### src/rtl/run_mon_pkg.sv
// run_mon_pkg: shared types and constants for the end-of-run monitor.
//   cause_e  - halt cause encoding reported on run_monitor.cause
//   state_t  - monitor FSM state, with localparam state constants
//   *_DEF    - default console/exit MMIO addresses
package run_mon_pkg;

  typedef enum logic [2:0] {
    CAUSE_NONE      = 3'd0,
    CAUSE_EXCEPTION = 3'd1,
    CAUSE_RANGE     = 3'd2,
    CAUSE_EXIT      = 3'd3,
    CAUSE_TIMEOUT   = 3'd4
  } cause_e;

  localparam logic [31:0] PUTC_ADDR_DEF = 32'h8000001c;
  localparam logic [31:0] EXIT_ADDR_DEF = 32'h8000002c;

  typedef logic [1:0] state_t;
  localparam state_t ST_RUN   = 2'd0;
  localparam state_t ST_DRAIN = 2'd1;
  localparam state_t ST_HALT  = 2'd2;

endpackage

### src/rtl/run_mon_range_chk.sv
// run_mon_range_chk: combinational legal-range check for one memory channel.
//   ready  in   address-valid strobe for this channel
//   addr   in   channel address
//   awidth in   log2 byte size of the legal range (0 disables the check)
//   viol   out  address strobed with bits at or above awidth set
module run_mon_range_chk
  import run_mon_pkg::*;
#(
  parameter int XLEN = 32
) (
  input  logic            ready,
  input  logic [XLEN-1:0] addr,
  input  logic [5:0]      awidth,
  output logic            viol
);

  // A shift of XLEN or more leaves zero, so oversized ranges never flag.
  always_comb begin
    viol = ready && (awidth != 6'd0) && ((addr >> awidth) != '0);
  end

endmodule

### src/rtl/run_monitor.sv
// run_monitor: end-of-run monitor for the three-stage RISC-V core.
// Watches fetch PC stalls, the exception flag, NCH memory channels for
// out-of-range addresses and MMIO stores (console PUTC and EXIT), and
// raises a registered, first-wins halt request with cause and info.
//   clk, resetb      clock; synchronous active-high reset
//   pc, exception    fetch PC and core exception flag
//   ch_ready/ch_addr per-channel address strobe and address (ch i at [i*XLEN +: XLEN])
//   st_valid/addr/data  data-store port, decoded for PUTC and EXIT
//   putc_valid/char  one-cycle console byte strobe
//   halt_req, done   event latched / run finished (sticky until reset)
//   cause, cause_info, err_ch  first event's cause, info word, channel index
//   stall_cnt        current stall count (frozen once the run stops)
module run_monitor
  import run_mon_pkg::*;
#(
  parameter int                XLEN         = 32,
  parameter int                NCH          = 2,
  parameter logic [NCH*6-1:0]  CH_AWIDTH    = {6'd17, 6'd17},
  parameter int                TIMEOUT      = 100,
  parameter int                CNT_W        = 8,
  parameter int                DRAIN_CYCLES = 1,
  parameter logic [XLEN-1:0]   PUTC_ADDR    = PUTC_ADDR_DEF,
  parameter logic [XLEN-1:0]   EXIT_ADDR    = EXIT_ADDR_DEF
) (
  input  logic                                  clk,
  input  logic                                  resetb,
  input  logic [XLEN-1:0]                       pc,
  input  logic                                  exception,
  input  logic [NCH-1:0]                        ch_ready,
  input  logic [NCH*XLEN-1:0]                   ch_addr,
  input  logic                                  st_valid,
  input  logic [XLEN-1:0]                       st_addr,
  input  logic [XLEN-1:0]                       st_data,
  output logic                                  putc_valid,
  output logic [7:0]                            putc_char,
  output logic                                  halt_req,
  output logic                                  done,
  output logic [2:0]                            cause,
  output logic [XLEN-1:0]                       cause_info,
  output logic [((NCH > 1) ? $clog2(NCH) : 1)-1:0] err_ch,
  output logic [CNT_W-1:0]                      stall_cnt
);

  localparam int ERR_W = (NCH > 1) ? $clog2(NCH) : 1;
  localparam int DRN_W = (DRAIN_CYCLES > 0) ? $clog2(DRAIN_CYCLES + 1) : 1;

  state_t            state;
  logic [XLEN-1:0]   prev_pc;
  logic [DRN_W-1:0]  drain_cnt;

  logic [NCH-1:0]    viol;
  logic              rng_hit;
  logic [ERR_W-1:0]  rng_ch;
  logic [XLEN-1:0]   rng_addr;
  logic              exit_hit;
  logic              putc_hit;
  logic              tmo_hit;
  logic              ev_hit;
  cause_e            ev_cause;
  logic [XLEN-1:0]   ev_info;
  logic [ERR_W-1:0]  ev_ch;

  for (genvar gi = 0; gi < NCH; gi++) begin : g_chk
    run_mon_range_chk #(.XLEN(XLEN)) u_chk (
      .ready  (ch_ready[gi]),
      .addr   (ch_addr[gi*XLEN +: XLEN]),
      .awidth (CH_AWIDTH[gi*6 +: 6]),
      .viol   (viol[gi])
    );
  end

  // Scan from the top down so the lowest violating channel is left standing.
  always_comb begin
    rng_hit  = 1'b0;
    rng_ch   = '0;
    rng_addr = '0;
    for (int i = NCH - 1; i >= 0; i--) begin
      if (viol[i]) begin
        rng_hit  = 1'b1;
        rng_ch   = ERR_W'(i);
        rng_addr = ch_addr[i*XLEN +: XLEN];
      end
    end
  end

  always_comb begin
    exit_hit = st_valid && (st_addr == EXIT_ADDR);
    putc_hit = st_valid && (st_addr == PUTC_ADDR);
    tmo_hit  = (stall_cnt > CNT_W'(TIMEOUT));
  end

  // Same-cycle priority: exception > range > exit > timeout.
  always_comb begin
    ev_hit   = 1'b1;
    ev_cause = CAUSE_NONE;
    ev_info  = '0;
    ev_ch    = '0;
    if (exception) begin
      ev_cause = CAUSE_EXCEPTION;
      ev_info  = pc;
    end else if (rng_hit) begin
      ev_cause = CAUSE_RANGE;
      ev_info  = rng_addr;
      ev_ch    = rng_ch;
    end else if (exit_hit) begin
      ev_cause = CAUSE_EXIT;
      ev_info  = st_data;
    end else if (tmo_hit) begin
      ev_cause = CAUSE_TIMEOUT;
      ev_info  = pc;
    end else begin
      ev_hit   = 1'b0;
    end
  end

  always_ff @(posedge clk) begin
    if (resetb) begin
      state      <= ST_RUN;
      prev_pc    <= '0;
      drain_cnt  <= '0;
      stall_cnt  <= '0;
      putc_valid <= 1'b0;
      putc_char  <= '0;
      halt_req   <= 1'b0;
      done       <= 1'b0;
      cause      <= CAUSE_NONE;
      cause_info <= '0;
      err_ch     <= '0;
    end else begin
      putc_valid <= putc_hit && (state != ST_HALT);
      if (putc_hit && (state != ST_HALT)) begin
        putc_char <= st_data[7:0];
      end

      case (state)
        ST_RUN: begin
          prev_pc <= pc;
          if (pc == prev_pc) begin
            if (stall_cnt != '1) begin
              stall_cnt <= stall_cnt + CNT_W'(1);
            end
          end else begin
            stall_cnt <= '0;
          end

          if (ev_hit) begin
            halt_req   <= 1'b1;
            cause      <= ev_cause;
            cause_info <= ev_info;
            err_ch     <= ev_ch;
            if (DRAIN_CYCLES == 0) begin
              state <= ST_HALT;
              done  <= 1'b1;
            end else begin
              state     <= ST_DRAIN;
              drain_cnt <= DRN_W'(DRAIN_CYCLES);
            end
          end
        end

        // The counter reaching zero on this edge is what ends the drain,
        // so done appears DRAIN_CYCLES cycles after halt_req.
        ST_DRAIN: begin
          drain_cnt <= drain_cnt - DRN_W'(1);
          if (drain_cnt == DRN_W'(1)) begin
            state <= ST_HALT;
            done  <= 1'b1;
          end
        end

        ST_HALT: begin
        end

        default: state <= ST_RUN;
      endcase
    end
  end

endmodule

### config.mk
export PLATFORM = sky130hd
export DESIGN_NAME = run_monitor
export DESIGN_NICKNAME = d
export VERILOG_FILES = /design/src/rtl/run_mon_pkg.sv /design/src/rtl/run_mon_range_chk.sv /design/src/rtl/run_monitor.sv
export SDC_FILE = /design/constraint.sdc
export NUM_CORES = 1
export LEC_CHECK = 0
export BUFFER_PORTS_ARGS = -buffer_cell sky130_fd_sc_hd__buf_2
export CORE_UTILIZATION = 51
export DETAILED_ROUTE_END_ITERATION = 10
export GPL_TIMING_DRIVEN = 0
export PLACE_DENSITY = 0.93
export SYNTH_ARGS = -nofsm -noshare
export SYNTH_HDL_FRONTEND = slang
export SYNTH_SLANG_ARGS = --single-unit
### constraint.sdc
create_clock -name clk -period 5.55 [get_ports clk]
set_input_delay 0.8325 -clock clk [delete_from_list [all_inputs] [get_ports clk]]
set_output_delay 0.8325 -clock clk [all_outputs]
set_load 0.05 [all_outputs]
# Yosys cells after proc, flatten, opt, wreduce, memory -nomap -nowiden

Index checks and enable logic that the tools add are counted.

Input port bits: 166
Word-level logic and storage cells: 65
Bits in registers: 90

Reductions and logical operators: 14
Order comparisons: 1
Muxes and demuxes: 26
Bitwise operators: 1
Add/sub/neg operators: 2
Equal/unequal tests: 10

Operators with widths:

| cell                                                                   | count |
|---|---|
| 32-bit 2-to-1 mux                                                      | 6 |
| 32-bit equality test (second input constant)                           | 2 |
| 32-bit nonzero test                                                    | 2 |
| 32-bit equality test                                                   | 1 |
| 8-bit 2-to-1 mux                                                       | 2 |
| 3-bit 2-to-1 mux                                                       | 4 |
| 1-bit 2-to-1 mux                                                       | 10 |
| 8-bit by 1-bit adder with 8-bit output (second input constant)         | 1 |
| 8-bit by 7-bit > comparator with 1-bit output (second input constant)  | 1 |
| 8-bit != test (second input constant)                                  | 1 |
| 2-bit AND reduction                                                    | 4 |
| 2-bit != test (second input constant)                                  | 3 |
| 2-bit one-hot mux with 3 select lines                                  | 1 |
| 1-bit logical AND                                                      | 5 |
| 2-bit 2-to-1 mux                                                       | 2 |
| 3-bit AND reduction                                                    | 1 |
| 2-bit by 1-bit equality test with 1-bit output (second input constant) | 1 |
| 2-bit equality test (second input constant)                            | 1 |
| 2-bit logical NOT                                                      | 1 |
| 2-bit by 1-bit != test with 1-bit output (second input constant)       | 1 |
| 1-bit one-hot mux with 2 select lines                                  | 1 |
| 2-bit nonzero test                                                     | 1 |
| 1-bit NOT                                                              | 1 |
| 1-bit subtractor (second input constant)                               | 1 |

# Logic depth before layout (Yosys ltp)

Gate-level depths: netlist (run 1).

Depth after elaboration: 8
Depth in mapped cells: 9
Gate-level depth less buffers: 8

# Modules after synthesis

A second synthesis (run 1) with hierarchy kept.

Cells, all modules: 771
Area, all modules: 6127.1 µm²

By module, submodules not included:

| module            | seq. area each (µm²) | times used | area an instance (µm²) | cells each |
|---|---|---|---|---|
| run_monitor       | 1801.7               | 1          | 4901.0                 | 591 |
| run_mon_range_chk | 0.0                  | 2          | 613.1                  | 90 |

# Worst setup path after synthesis (run 1)

OpenSTA, ideal clock, no wires.

Path type: input to register
Start point: in ch_addr[17]
End point: reg cause_info[15]
Setup time: 0.104 ns
Path buffers: 1
Cell stages on the path: 7
Data required time: 5.446 ns
Data arrival time: 2.768 ns
Setup slack: 2.678 ns
Path through: or4_4 o41ai_4 o311ai_1 nand3_2 buf_6 o21ai_1 a2111oi_2

Word-level cells in the longest chain between the ends: 6
Elaborated cells between the ends (all ways): 9
Classes of those cells: mux (6); reduce/logical (3)

Ends and longest elaborated chain:

| item                          | RTL line                | source |
|---|---|---|
| start, declared               | run_monitor.sv:30       | `input logic [NCH*XLEN-1:0] ch_addr,` |
| 32-bit nonzero test (*)       | run_mon_range_chk.sv:19 | `viol = ready && (awidth != 6'd0) && ((addr >> awidth) != '0);` |
| 1-bit logical AND (*)         | run_mon_range_chk.sv:19 |  |
| 1-bit 2-to-1 mux              | run_monitor.sv:78       | `if (viol[i]) begin` |
| 1-bit 2-to-1 mux              | run_monitor.sv:101      | `end else if (rng_hit) begin` |
| 1-bit 2-to-1 mux              | run_monitor.sv:98       | `if (exception) begin` |
| 2-bit AND reduction (no line) | --                      |  |
| end signal, assigned          | run_monitor.sv:149      | `cause_info <= ev_info;` |
| end, declared                 | run_monitor.sv:39       | `output logic [XLEN-1:0] cause_info,` |

Mark *: on every way between the ends. The rest lies on a longest branch, timed or not.
A chain may end at the register's enable or synchronous reset.

# Final worst setup path (run 1)

Start point: in ch_addr[17]
End point: reg cause_info[31]

Same word-level chain as after synthesis.

==> flow_summary.yaml, run 1 <==
clock_tree:
  post-cts-setup-buffers: 0
  clock_latency_ns: 0.38
  cts.sinks: 90
  numCtsBuffers: 9
  clock_path_buffers: 2
  clkTransAtPathRegs_ns: 0.10
  cts_resized: 0
  clockRootBuffer: "clkbuf_8"
  cts_tree: "built"
  postCtsHoldBufs: 0
  h-tree-depth: 3
layout:
  final_common_cell: "buf_2"
  area_delta_synth_final_pct: 30.9
  mostFrequentLayoutCells: "224 x buf_2, 90 x dfxtp_1, 83 x nand2_1"
  antenna_cells: 0
  layoutNonFillerInstCount: 914
  drive_above_1_share_pct: 34.1
  layout.area.seq_um2: 1800
  nFillCells: 718
  utilization_pct: 69.9
  layout.nets: 969
  multi_input_area_um2: 2700
die:
  die_h_um: 98.0
  fp.coreArea_um2: 8810
  die_w_um: 98.0
  ios: 221
  rows: 34
  initial_core_util_pct: 53.4
  dieArea_um2: 9610
detailed_routing:
  vias: 5539
  drt_iter0_markers: 425
  dr.pass1.iters: 11
  vias_per_cell: 6.06
  wl_per_cell_um: 17.4
  finalWirelength_mm: 15.9
  drc: 10
  ant_nets: 0
sta:
  timing.final.crit_period_ns: 3.22
  finalCritPeriodShare_pct: 58.0
  setup_viol: 0
  rsz0062_at_grt: "no"
  slew_headroom_pct: 50.7
  tns_ns: 0
  hold_viol: 0
  clock_skew_ns: 0.00902
  setup_ws_ns: 2.33
  drv_slew: 0
  fmax_mhz: 311
  worstMarginPinSlew_ns: 0.739
logic_synthesis:
  synthCells: 572
  syn_nets: 740
  netlist_area_um2: 4700
  syn_area_per_cell_um2: 8.22
  synthDistinctLibCells: 44
  ys_warn_count: 0
  ys_ff_latch: 90
  synth_seq_area_share_pct: 38.3
power_and_ir_drop:
  power_density_nw_per_um2: 290
  fin_total_pwr_w: 0.00179
  ir_drop_v: 0.000212
  p_leak_nw: 2.75
grt:
  antenna_found_initial: 0
  grt_max_degree: 17
  grt_pass1_vias: 5428
  grt_pass1_wl_mm: 25.3
  grt_usage_pct: 33.0
  overflow: 0
placed_design:
  dp_hpwl_mm: 12.3
  place_inst: 898
  gp_congestion: 0.935
  io_buffers: 218
  pre_cts_ws_ns: 2.00
setup_path:
  r2r_start: "stall_cnt[0]"
  cp-startpoint: "ch_addr[17]"
  endpoint_kind: "flop"
  crit_fanout: 10
  crit_required_ns: 5.83
  cp-start-kind: "input pin"
  worst-setup-path-type: "in -> reg"
  cp.arrival_ns: 3.50
min_path:
  holdCritPathClass: "reg -> reg"
  hold_start: "prev_pc[4]"
outcome:
  status: "complete, but fails checks"
  violations: "DRC"
run:
  maxCapViolCount: 0
report_power, final:
part	internal [W]	switching, W
sequential	0.000707	0.0000391
clock	0.000257	0.000254
combinational	0.000171	0.000360
cells by family (layout without fill, tap and decap cells):
group / Yosys count / in the layout / share of synthesized area [%]
buffers and inverters: 49 / 283 / 4.39
XOR/XNOR: 33 / 33 / 6.14
AO/OA/AOI/OAI: 165 / 165 / 26.9
flip-flops: 90 / 90 / 38.3
multiplexers: 9 / 9 / 1.91
adder cells (fa/ha/maj): 2 / 2 / 0.532
AND/OR/NAND/NOR: 224 / 224 / 21.8
layout make-up:
class                      instances  area share [%]
multi-input combinational        433            43.8
tap                              108            2.20
clock inverter                     7            1.65
inverter                          11           0.671
clock buffer                       9            2.01
timing repair buffer             218            17.7
sequential                        90            29.3
buffer                            38            2.68
Yosys cell counts:
cell type / number / area, µm²
o311a_1: 1 / 10.0
nor3_1: 10 / 50.1
and2_1: 1 / 6.26
and3_1: 2 / 12.5
nand2_2: 1 / 6.26
nand3b_1: 1 / 7.51
nor4b_1: 4 / 35.0
nand2b_1: 3 / 18.8
a41o_1: 1 / 10.0
nor2_1: 76 / 285
dfxtp_1: 90 / 1800
ha_1: 2 / 25.0
clkinv_1: 1 / 3.75
or4_4: 2 / 22.5
nor3_2: 1 / 10.0
buf_2: 6 / 30.0
nand3_2: 1 / 10.0
or3_1: 5 / 31.3
o21ai_1: 28 / 140
buf_1: 4 / 15.0
o41a_1: 1 / 11.3
a222oi_1: 25 / 250
o41ai_4: 1 / 27.5
or2_2: 2 / 12.5
nor4bb_1: 1 / 10.0
nor4_1: 17 / 106
a211oi_1: 2 / 15.0
o21ai_0: 17 / 85.1
buf_6: 2 / 22.5
o31ai_1: 2 / 15.0
nand3_1: 5 / 25.0
a31oi_1: 11 / 68.8
o311ai_1: 1 / 8.76
xnor2_1: 1 / 8.76
nand4_1: 5 / 31.3
or4_1: 2 / 15.0
xor2_1: 32 / 280
a21oi_1: 50 / 250
inv_1: 10 / 37.5
and4_1: 2 / 17.5
mux2i_1: 9 / 90.1
clkbuf_1: 26 / 97.6
nand2_1: 83 / 312
a2111oi_2: 25 / 375
per-stage QoR:
stage / area, µm² / hold slack, ns
floorplan: 4700 / 0.448
global placement: 5930 / 0.447
detailed placement: 5930 / 0.459
CTS: 6160 / 0.471
global route: 6160 / 0.490
finish: 6160 / 0.472
critical path, stage by stage:
cell and delay [ns]:
buf_2 0.12, or4_4 0.56, o41a_1 0.56, nor2_1 0.57, buf_2 0.35, a222oi_1 0.18, a2111oi_2 0.34
layer usage:
layer / GRT usage, % / share of wire [%] / vias to the layer above
met3: 7.87 / 7.5 / 62
met2: 55.4 / 49 / 303
li1: - / - / 2558
met4: 17.9 / 4.6 / 0
met5: 0 / 0 / -
met1: 38.8 / 39 / 2616
worst paths after layout:
path,endpoint,slack [ns],depth (start not counted)
worst max register to register,cause_info[22],2.70,9
worst max-delay path,cause_info[31],2.33,7
worst min register to register,prev_pc[4],0.47,2
worst min-delay path,prev_pc[4],0.47,2
registers in the layout (all words and copies together) (netlist names):
register / flops
putc_char: 8
state: 2
drain_cnt: 1
done: 1
cause: 3
cause_info: 32
stall_cnt: 8
prev_pc: 32
putc_valid: 1
halt_req: 1
err_ch: 1
Power figures use the tool's default switching activity.
==> run 2: changes to the inputs <==
Settings changed: CORE_UTILIZATION 51 to 42, PLACE_DENSITY 0.93 to 0.82.
Clock period 5.55 ns to 2.95 ns, I/O delays scaled along.
==> run 2 against run 1 <==
The run now ends clean. Global-route usage decreased by 5.6 points. Largest cell class unchanged. Critical path type unchanged. Cell area barely moved. Count of clock-buffer cells in the layout rose by 2. Die area rose by 21%. Hold slack got worse by 0.14 ns. Utilization fell by 13 points.
==> flow_summary.yaml, run 2 (same netlist as run 1, synthesis figures left out) <==
outcome:
  status: "complete, no violations"
power_and_ir_drop:
  p_leak_nw: 2.73
  power_density_nw_per_um2: 519
  clockPowerShare_pct: 25.0
  power_frac_comb_pct: 31.3
  switchingPower_w: 0.00121
  seqPwrFrac_pct: 43.7
  ir_drop_v: 0.000287
  internal-power_w: 0.00199
  p_sw_share_pct: 37.9
layout:
  mostFrequentLayoutCells: "224 x buf_2, 90 x dfxtp_1, 83 x nand2_1"
  layoutNonFillerInstCount: 946
  layout.nets: 969
  drive_above_1_share_pct: 34.1
  antenna_cells: 0
  final_common_cell: "buf_2"
  largest_registers: "cause_info: 32 flops, prev_pc: 32 flops"
  area_delta_synth_final_pct: 30.8
clock_tree:
  clockRootBuffer: "clkbuf_8"
  numCtsBuffers: 9
  post-cts-setup-buffers: 0
  clock_path_buffers: 2
  h-tree-depth: 3
  clkTransAtPathRegs_ns: 0.10
  clock_latency_ns: 0.36
  cts.sinks: 90
  cts_tree: "built"
grt:
  grt_usage_pct: 27.4
  grt_max_degree: 16
  antenna_found_initial: 0
  grt.busiest_layer: "met2"
  grt_pass1_wl_mm: 24.4
  use_met3_pct: 6.72
  grt_pass1_vias: 4920
  grt_use_met2_pct: 45.7
  grt_use_met1_pct: 34.3
  overflow: 0
sta:
  setup_viol: 0
  clock_skew_ns: 0.0168
  fmax_mhz: 366
  worstMarginPinSlew_ns: 0.789
  rsz0062_at_grt: "no"
  hold_viol: 0
  slew_headroom_pct: 47.4
  tns_ns: 0
  drv_slew: 0
  finalCritPeriodShare_pct: 92.5
  timing.final.crit_period_ns: 2.73
detailed_routing:
  finalWirelength_mm: 15.8
  vias: 5366
  ant_nets: 0
  drt_iter0_markers: 583
  vias_per_cell: 5.67
  dr.pass1.iters: 6
  drc: 0
  wl_per_cell_um: 16.7
setup_path:
  crit_family: "simple AND/OR/NAND/NOR gates"
  endpoint_kind: "flop"
  crit_fanout: 10
  cp-start-kind: "input pin"
  worstPathCellList: "buf_2 > or4_1 > o41a_1 > nor2_1 > buf_2 > a222oi_1 > a2111oi_2"
  crit_required_ns: 3.20
  crit_slowest_cell: "or4_1"
  cpMostUsedCell: "buf_2"
  worst-setup-path-type: "in -> reg"
  cp_slowest_stage_delay_ns: 0.59
  critical_path_buf_inv_count: 2
  cp.arrival_ns: 2.98
die:
  dieArea_um2: 11600
  fp.coreArea_um2: 10900
  ios: 221
  rows: 38
  die_w_um: 108
  die_h_um: 108
  initial_core_util_pct: 43.2
placed_design:
  io_buffers: 218
  place_inst: 930
  gp_congestion: 0.909
  dp_hpwl_mm: 12.3
run:
  maxCapViolCount: 0
min_path:
  holdCritPathClass: "in -> reg"
## run 2: cell count changes in the layout (fill, tap and decap cells not counted)
cell       delta
a21oi_1       -1
inv_6         -1
clkbuf_1      +1
clkbuf_8      +1
clkinv_2      +1
a21oi_2       +1
bufinv_16     -2
## run 2: what timing repair did
| action | in CTS | in global routing |
|---|---|---|
| resized for setup | 0 | 1 |
| hold buffers | 0 | 0 |
| endpoints found under the setup margin | 0 | 18 |
## run 2: worst paths after layout
path / to / depth (start not counted) / slack, ns / from
min reg2reg: prev_pc[26] / 2 / 0.47 / prev_pc[26]
min: putc_char[7] / 3 / 0.33 / st_data[7]
max: cause_info[17] / 7 / 0.22 / ch_addr[23]
max reg2reg: cause_info[12] / 9 / 0.32 / stall_cnt[0]
## run 2: metal layers
metal  up-vias  wire length (µm)
met5         -                 0
met4         0               325
met3        32              1280
met2       255              7680
met1      2517              6550
li1       2562                 -
## run 2: power by group through the flow
| stage | clock [W] | sequential, W | combinational [W] |
|---|---|---|---|
| after detailed placement | 0 | 0.00142 | 0.000995 |
| final | 0.000799 | 0.00140 | 0.000999 |
| after global placement | 0 | 0.00142 | 0.000981 |
| after global routing | 0.000864 | 0.00141 | 0.00108 |
| after floorplan | 0 | 0.00165 | 0.000426 |
| after CTS | 0.000805 | 0.00140 | 0.000998 |
## run 2: final cells by class
type / instances / area (µm²)
timing repair buffer: 218 / 1090
multi-input combinational: 433 / 2700
buffer: 38 / 165
clock buffer: 11 / 141
tap: 140 / 175
fill: 1069 / 4730
clock inverter: 5 / 37.5
inverter: 11 / 41.3
sequential: 90 / 1800
## run 2: stage by stage
stage                     setup WS (ns)  util, %  cell area [µm²]  hold slack (ns)  power [W]
final                             0.220     56.5             6150            0.328    0.00320
after floorplan                   0.388        -             4700            0.448    0.00208
after detailed placement         -0.202     54.8             5970            0.459    0.00242
after global routing             0.0125     56.5             6150            0.325    0.00335
after global placement           -0.200     54.8             5970            0.450    0.00240
after CTS                         0.110     56.5             6150            0.320    0.00320
## run 2: worst reg2reg max path, delay by kind of cell (launching register included)
| family | cells | cell delay (ns) |
|---|---|---|
| AOI/OAI and AO/OA | 3 | 0.94 |
| buffers and inverters | 2 | 0.57 |
| DFF | 1 | 0.43 |
| and+or+nand+nor | 3 | 0.40 |
| adders and majority gates | 1 | 0.19 |
==> run 3: changes to the inputs <==
Settings changed: CORE_UTILIZATION 42 to 44, CTS_BUF_LIST set to sky130_fd_sc_hd__clkbuf_2, PLACE_DENSITY 0.82 to 0.85.
==> run 3 against run 2 <==
Sequential share of layout area is 0.28 points higher. Wire length shrank 2.9%. Clock skew up 0.018 ns. Highest routed layer unchanged. Largest power group unchanged. Largest cell class unchanged. Die area decreased by 4.5%. Combinational power shrank 0.4%. Global-route usage up 0.28 points.
==> flow_summary.yaml, run 3 (same netlist as run 1, synthesis figures left out) <==
grt:
  grt_pass1_wl_mm: 24.2
  grt_max_degree: 17
  antenna_found_initial: 1
  overflow: 0
  grt_usage_pct: 27.7
  grt_pass1_vias: 4872
power_and_ir_drop:
  power_frac_comb_pct: 32.4
  fin_total_pwr_w: 0.00307
  ir_drop_v: 0.000288
  seqPwrFrac_pct: 45.6
  p_leak_nw: 2.71
  power_density_nw_per_um2: 503
  p_sw_share_pct: 39.2
  internal-power_w: 0.00187
  switchingPower_w: 0.00120
  clockPowerShare_pct: 21.9
placed_design:
  pre_cts_ws_ns: -0.222
  dp_hpwl_mm: 12.1
  io_buffers: 218
  gp_congestion: 0.936
clock_tree:
  cts.sinks: 90
  post-cts-setup-buffers: 0
  clock_path_buffers: 2
  h-tree-depth: 3
  postCtsHoldBufs: 0
  cts_tree: "built"
  numCtsBuffers: 9
  clock_latency_ns: 0.57
  clkTransAtPathRegs_ns: 0.29
  cts_resized: 0
  clockRootBuffer: "clkbuf_2"
detailed_routing:
  finalWirelength_mm: 15.4
  wl_per_cell_um: 16.3
  vias: 5274
  vias_per_cell: 5.59
  drt_iter0_markers: 561
  ant_nets: 0
  dr.pass1.iters: 8
  drc: 0
min_path:
  holdCritPathClass: "in -> reg"
setup_path:
  endpoint_kind: "flop"
  worstPathCellList: "inv_1 > ha_1 > nand2b_1 > a21oi_1 > nor3_1 > a21oi_2 > clkbuf_1 > nor2_1 > a2111oi_2"
  cp_slowest_stage_delay_ns: 0.51
  crit_slowest_cell: "clkbuf_1"
  cp-start-kind: "flop"
  crit_family: "compound AO/OA/AOI/OAI gates"
  cp.arrival_ns: 3.18
  r2r_setup_slack_ns: 0.24
  crit_required_ns: 3.41
  crit_fanout: 10
  worst-setup-path-type: "reg -> reg"
  critical_path_buf_inv_count: 2
sta:
  setup_viol: 0
  drv_slew: 0
  timing.final.crit_period_ns: 2.71
  finalCritPeriodShare_pct: 91.9
  worstMarginPinSlew_ns: 0.807
  setup_ws_ns: 0.238
  slew_headroom_pct: 46.2
  fmax_mhz: 369
  clock_skew_ns: 0.0344
  hold_viol: 0
  tns_ns: 0
  rsz0062_at_grt: "no"
die:
  initial_core_util_pct: 45.6
  die_h_um: 105
  fp.coreArea_um2: 10300
  die_w_um: 105
  rows: 37
  dieArea_um2: 11100
  ios: 221
layout:
  drive_above_1_share_pct: 34.2
  utilization_pct: 59.0
  largest_registers: "cause_info: 32 flops, prev_pc: 32 flops"
  layout.nets: 969
  mostFrequentLayoutCells: "224 x buf_2, 90 x dfxtp_1, 83 x nand2_1"
  area_delta_synth_final_pct: 29.6
  final_common_cell: "buf_2"
run:
  maxCapViolCount: 0
outcome:
  status: "complete, no violations"
[run 3: cell count changes in the layout (fill, tap and decap cells not counted), sizes merged]
cell    before  now
bufinv       0    1
inv         11   13
diode        0    1
clkinv       3    1
clkbuf      37   36
[run 3: path summary, 6_finish.rpt]
kind / start / to / cells after the start
worst max-delay path: stall_cnt[0] / cause_info[24] / 9
worst min-delay path: st_data[5] / putc_char[5] / 3
worst max register to register: stall_cnt[0] / cause_info[24] / 9
worst min register to register: prev_pc[6] / prev_pc[6] / 2
[run 3: worst reg2reg max path, delay by kind of cell, from the launching register on]
kind,cells,cell delay (ns)
compound gates,3,0.93
fa+ha+maj,1,0.19
buf+inv,2,0.61
flops,1,0.49
simple gates,3,0.38
[run 3: power by group through the flow]
stage          registers [W]  clock network (W)  logic (W)
2_1_floorplan        0.00165                  0   0.000426
3_3_place_gp         0.00142                  0   0.000979
5_1_grt              0.00141           0.000724    0.00107
6_report             0.00140           0.000673   0.000995
4_1_cts              0.00140           0.000677   0.000991
3_5_place_dp         0.00142                  0   0.000989
[run 3: final cells by class]
| cell class | instances | area [µm²] |
|---|---|---|
| Antenna cell | 1 | 2.50 |
| Buffer | 38 | 165 |
| Clock buffer | 10 | 50.0 |
| Clock inverter | 6 | 73.8 |
| Fill cell | 1013 | 4230 |
| Inverter | 11 | 41.3 |
| Multi-Input combinational cell | 433 | 2700 |
| Sequential cell | 90 | 1800 |
| Tap cell | 136 | 170 |
| Timing Repair Buffer | 218 | 1090 |
[run 3: through the flow]
stage / area, µm² / instances / hold WS (ns)
detailed placement: 5970 / 926 / 0.458
finish: 6100 / 943 / 0.0941
CTS: 6090 / 942 / 0.0773
global placement: 5970 / 926 / 0.452
floorplan: 4700 / 572 / 0.448
global route: 6100 / 943 / 0.0754
[run 3: per-layer routing]
| layer | up-vias | global-route usage [%] | wire (µm) |
|---|---|---|---|
| li1 | 2571 | - | - |
| met4 | 0 | 10.7 | 420 |
| met1 | 2418 | 34.9 | 6510 |
| met2 | 245 | 47.0 | 7260 |
| met5 | - | 0 | 0 |
| met3 | 40 | 4.58 | 1190 |
